File: config.mk
export PLATFORM = sky130hd
export DESIGN_NAME = register_file_flat
export DESIGN_NICKNAME = d
export VERILOG_FILES = /design/src/rtl/register_file_if.sv /design/src/rtl/register_file.sv /design/src/flat_wrapper.sv
export SDC_FILE = /design/constraint.sdc
export NUM_CORES = 1
export LEC_CHECK = 0
export BUFFER_PORTS_ARGS = -buffer_cell sky130_fd_sc_hd__buf_2
export CORE_MARGIN = 2
export CORE_UTILIZATION = 55
export DETAILED_ROUTE_END_ITERATION = 6
export PLACE_DENSITY_LB_ADDON = 0.08
export SYNTH_ARGS = -nofsm -noshare
export SYNTH_HDL_FRONTEND = slang
export SYNTH_SLANG_ARGS = --single-unit
export TNS_END_PERCENT = 5
File: constraint.sdc
create_clock -name clk -period 8.85 [get_ports clk]
set_input_delay 1.3275 -clock clk [delete_from_list [all_inputs] [get_ports clk]]
set_output_delay 1.3275 -clock clk [all_outputs]
set_load 0.02 [all_outputs]
File: src/rtl/register_file_if.sv
// Bundles the operand-read and write-back signals between the MIPS datapath and the register file.
interface register_file_if #(
  parameter int DATA_W = 32,
  parameter int ADDR_W = 5
);
  logic [ADDR_W-1:0] read_reg1;
  logic [ADDR_W-1:0] read_reg2;
  logic [ADDR_W-1:0] write_reg;
  logic [DATA_W-1:0] write_data;
  logic              reg_write;
  logic [DATA_W-1:0] read_data1;
  logic [DATA_W-1:0] read_data2;
  logic              ready;

  modport master (
    output read_reg1, read_reg2, write_reg, write_data, reg_write,
    input  read_data1, read_data2, ready
  );

  modport slave (
    input  read_reg1, read_reg2, write_reg, write_data, reg_write,
    output read_data1, read_data2, ready
  );
endinterface

File: src/rtl/register_file.sv
// 32 x 32 MIPS register file: two combinational read ports, one write port, $0 hard-wired
// to zero, and a post-reset sweep that zeroes every entry before writes are accepted.
module register_file #(
  parameter int DATA_W = 32,
  parameter int ADDR_W = 5,
  parameter int BYPASS = 1
) (
  input logic       clk,
  input logic       reset,
  register_file_if.slave rf
);

  localparam int DEPTH = 2 ** ADDR_W;
  localparam logic [ADDR_W-1:0] LAST_IDX = ADDR_W'(DEPTH - 1);

  typedef enum logic {
    S_CLEAR = 1'b0,
    S_RUN   = 1'b1
  } state_t;

  state_t            state_q;
  state_t            state_d;
  logic [ADDR_W-1:0] clr_idx_q;
  logic [ADDR_W-1:0] clr_idx_d;

  logic [DATA_W-1:0] mem_q [DEPTH];
  logic              mem_we_d;
  logic [ADDR_W-1:0] mem_waddr_d;
  logic [DATA_W-1:0] mem_wdata_d;

  logic              ready;
  logic [DATA_W-1:0] read_data1;
  logic [DATA_W-1:0] read_data2;

  // Per-port read priority: not ready, then $0, then same-cycle forwarding, then storage.
  function automatic logic [DATA_W-1:0] read_port(
    input logic              rdy,
    input logic [ADDR_W-1:0] idx,
    input logic              we,
    input logic [ADDR_W-1:0] widx,
    input logic [DATA_W-1:0] wdata,
    input logic [DATA_W-1:0] stored
  );
    logic [DATA_W-1:0] res;
    if (!rdy) begin
      res = '0;
    end else if (idx == '0) begin
      res = '0;
    end else if ((BYPASS == 1) && we && (widx == idx)) begin
      res = wdata;
    end else begin
      res = stored;
    end
    return res;
  endfunction

  always_ff @(posedge clk) begin
    if (reset) begin
      state_q   <= S_CLEAR;
      clr_idx_q <= '0;
    end else begin
      state_q   <= state_d;
      clr_idx_q <= clr_idx_d;
    end
  end

  always_comb begin
    state_d   = state_q;
    clr_idx_d = clr_idx_q;
    if (state_q == S_CLEAR) begin
      clr_idx_d = clr_idx_q + 1'b1;
      if (clr_idx_q == LAST_IDX) begin
        state_d = S_RUN;
      end
    end
  end

  // Reset takes priority over both the sweep and external writes on the same edge.
  always_comb begin
    ready       = (state_q == S_RUN);
    mem_we_d    = 1'b0;
    mem_waddr_d = '0;
    mem_wdata_d = '0;
    if (!reset) begin
      if (state_q == S_CLEAR) begin
        mem_we_d    = 1'b1;
        mem_waddr_d = clr_idx_q;
        mem_wdata_d = '0;
      end else if (rf.reg_write && (rf.write_reg != '0)) begin
        mem_we_d    = 1'b1;
        mem_waddr_d = rf.write_reg;
        mem_wdata_d = rf.write_data;
      end
    end
  end

  always_ff @(posedge clk) begin
    if (mem_we_d) begin
      mem_q[mem_waddr_d] <= mem_wdata_d;
    end
  end

  always_comb begin
    read_data1 = read_port(ready, rf.read_reg1, rf.reg_write, rf.write_reg,
                           rf.write_data, mem_q[rf.read_reg1]);
    read_data2 = read_port(ready, rf.read_reg2, rf.reg_write, rf.write_reg,
                           rf.write_data, mem_q[rf.read_reg2]);
  end

  assign rf.ready      = ready;
  assign rf.read_data1 = read_data1;
  assign rf.read_data2 = read_data2;

endmodule
File: src/flat_wrapper.sv
// flat-port wrapper written by rule: the top's interface ports become plain ports
module register_file_flat 
#(
  parameter int DATA_W = 32,
  parameter int ADDR_W = 5,
  parameter int BYPASS = 1
)
  (clk, reset, rf_read_reg1, rf_read_reg2, rf_write_reg, rf_write_data, rf_reg_write, rf_read_data1, rf_read_data2, rf_ready);
  register_file_if #(.DATA_W(DATA_W), .ADDR_W(ADDR_W)) rf_i ();
  input logic clk;
  input logic reset;
  input wire logic [$bits(rf_i.read_reg1)-1:0] rf_read_reg1;
  input wire logic [$bits(rf_i.read_reg2)-1:0] rf_read_reg2;
  input wire logic [$bits(rf_i.write_reg)-1:0] rf_write_reg;
  input wire logic [$bits(rf_i.write_data)-1:0] rf_write_data;
  input wire logic [$bits(rf_i.reg_write)-1:0] rf_reg_write;
  output wire logic [$bits(rf_i.read_data1)-1:0] rf_read_data1;
  output wire logic [$bits(rf_i.read_data2)-1:0] rf_read_data2;
  output wire logic [$bits(rf_i.ready)-1:0] rf_ready;
  assign rf_i.read_reg1 = rf_read_reg1;
  assign rf_i.read_reg2 = rf_read_reg2;
  assign rf_i.write_reg = rf_write_reg;
  assign rf_i.write_data = rf_write_data;
  assign rf_i.reg_write = rf_reg_write;
  assign rf_read_data1 = rf_i.read_data1;
  assign rf_read_data2 = rf_i.read_data2;
  assign rf_ready = rf_i.ready;
  register_file #(.DATA_W(DATA_W), .ADDR_W(ADDR_W), .BYPASS(BYPASS)) u_core (.clk(clk), .reset(reset), .rf(rf_i));
endmodule
==> key figures <==
Place
  – Port-buffer cells: 114
  – Routability cong.: 0.8922
  – Pre-CTS setup slack: 2692 ps
  – HPWL Detailed: 94740 um

Yosys
  – Post-synthesis cell type count: 53
  – Prevailing post-synth register cell: edfxtp_1
  – Net count after synthesis: 2903
  – Yosys warning total: 0
  – Seq/Total Area, Yosys: 62.73%
  – Mean Syn Cell Area: 17.26 sq um
  – Post-synth ARST share: 0%
  – Mapped Area: 0.04921 sq mm
  – Cells after Synth: 2851
  – Number of synthesized flops with an enable pin: 1024
  – Register bit total from synthesis: 1030

Timing
  – Actual slew at the worst max-slew pin: 1521 ps
  – Max Clock Freq: 155.5 MHz
  – Slew Limit Fails: 33
  – Max_slew headroom: -1.367%
  – Worst Clk Skew: 27.77 ps
  – Final worst-path cycle share: 72.65%
  – Setup Viol. Count Final: 0
  – Tmin final: 6429 ps
  – Final hold slack: 517.5 ps
  – Unrepaired setup endpoints after global routing: no
  – Hold Fails Final Rpt: 0
  – TNS Setup: 0 ps
  – Setup ws final: 2421 ps

CTS
  – Post-CTS Resized: 0
  – Clock sink count: 1030
  – CTS max path bufs: 3
  – TritonCTS buffer count: 107
  – Root buf cell: clkbuf_16
  – Number of setup buffers added after CTS: 0
  – H-tree Lvls: 3
  – Clk pin slew, worst setup/hold paths: 60 ps
  – Hold-fix buffers at CTS: 0
  – CTS tree: built
  – Clk_lat worst skew: 700 ps

Routing
  – Final wirelength: 161800 um
  – Per-cell routed wire length: 38.72 um
  – Vias per cell: 7.469
  – DRT iter0 DRCs: 5301
  – Detailed-route DRC error count: 0
  – Routed Antenna Nets: 0
  – Via total after detailed routing: 31.21k
  – Pre-Repair DR Iteration Count: 7

Global routing
  – Initial antenna violation count: 11
  – GRT Total Usage: 35.24%
  – Largest net degree at the start of global routing: 121
  – Vias in the first global route: 30.81k
  – First-pass GRT wire length: 225700 um
  – Remaining Overflow, GRT: 0

Hold path
  – Min-delay worst type: reg2reg
  – Hold Path Stages: 2

Worst setup path
  – Crit path DAT: 5100 ps
  – Startpoint types: input pin
  – Reg2Reg Depth: 4
  – Setup CP Type: in2out
  – Worst Path Required: 7520 ps
  – Crit-path max FO: 33
  – Setup crit end kind: output pin

Job
  – Max cap viols: 1

Power and ir drop
  – Max VDD drop: 0.0001492 V
  – Leakage: 16.62 nW
  – PwrDens: 190.6 mW/mm^2

Floorplan
  – Row cnt: 109
  – Die area: 0.09188 sq mm
  – Die height: 303.1 um
  – Core area: 0.08851 sq mm
  – Die X: 303.1 um
  – IO Count: 115
  – Starting density of the core: 55.60%

Finish
  – Core Util, Final: 61.33%
  – Nets@finish: 2972
  – FF/Latch Area: 0.03087 sq mm
  – Commonest non-fill, non-tap cell in the layout: edfxtp_1
  – Fillers: 6298
  – Multi-input logic area: 0.01730 sq mm
  – Layout area overhead: 10.32%
  – Most frequent cells in the layout: edfxtp_1, mux2i_1, mux4_2, o21ai_0, clkbuf_16
  – Share of layout cells above drive strength 1: 25.76%

Run status
  – Failing checks: capacitance limit, slew limit
  – Status: finished with violations
==> path summary, 6_finish.rpt <==
path | from | to | slack, ps
setup / recovery | rf_read_reg1[2] | rf_read_data1[1] | 2420
hold / removal | u_core.clr_idx_q[3] | u_core.clr_idx_q[3] | 520
setup reg to reg | u_core.rf.ready | u_core.mem_q[27][28] | 4960
hold reg to reg | u_core.clr_idx_q[3] | u_core.clr_idx_q[3] | 520
==> area by class of cell <==
cell class / count / share of cell area [%]
well taps: 1165 / 2.685
clock inverters: 63 / 0.8459
diodes: 5 / 0.02305
repair buffers: 202 / 2.533
flip-flops and latches: 1030 / 56.86
multi-input cells: 1577 / 31.88
inverters: 2 / 0.01383
clock buffers: 134 / 5.158
==> cells by family after synthesis <==
kind of cell	Yosys count	synth area share [%]
flip-flops	1030	62.73
multiplexers	793	24.37
AO/OA/AOI/OAI	533	7.475
buffers and inverters	244	2.741
AND/OR/NAND/NOR	237	2.421
XOR/XNOR	12	0.2136
adder cells (fa/ha/maj)	2	0.05084
==> synthesized netlist by cell type, types with 12 or more instances <==
master | instances | share of area, %
nor2_1 | 50 | 0.38
edfxtp_1 | 1024 | 62
buf_1 | 13 | 0.099
mux2_2 | 40 | 0.92
buf_6 | 25 | 0.57
o211a_1 | 17 | 0.35
buf_4 | 45 | 0.69
nand2b_1 | 12 | 0.15
mux4_2 | 320 | 15
mux2i_1 | 433 | 8.8
o22ai_1 | 84 | 1.1
o221ai_1 | 68 | 1.2
nand3_1 | 16 | 0.16
o21ai_0 | 133 | 1.4
a41oi_1 | 14 | 0.25
a31oi_1 | 56 | 0.71
and2_1 | 39 | 0.50
nor2b_1 | 36 | 0.46
clkbuf_1 | 114 | 0.87
nand2_1 | 63 | 0.48
a22oi_1 | 62 | 0.95
buf_2 | 43 | 0.44
a22o_1 | 22 | 0.39
a21oi_1 | 26 | 0.26
==> metal layers <==
layer | track usage [%] | vias to the layer above | routed length (um)
li1 | - | 12150 | -
met1 | 48.99 | 16190 | 59240
met2 | 51.88 | 2421 | 71090
met3 | 12.53 | 432 | 25400
met4 | 12.57 | 8 | 5982
met5 | 0 | - | 50
==> where the power goes <==
part	leakage [nW]	internal, mW	switching (mW)
clock	1.60	2.38	1.88
combinational	6.99	0.263	0.485
sequential	8.04	5.32	0.0151
total	16.6	7.96	2.38
==> through the flow <==
stage,cell area (sq um),std cells,total power [mW]
floorplan,49210,2851,5.901
global placement,51010,3976,6.152
detailed placement,51010,3976,6.157
CTS,54270,4173,10.35
global route,54280,4174,10.58
finish,54290,4178,10.34
==> sequential cells by signal, indices dropped and copies added, names as in the netlist <==
signal,count
u_core.mem_q,1024
u_core.clr_idx_q,5
u_core.rf.ready,1
==> critical path, cell delays in order <==
cell	delay, ps
buf_4	430
buf_4	530
nand2_1	830
o2bb2ai_1	470
o311ai_2	320
a31oi_1	810
buf_2	300
Power figures use the tool's default switching activity.
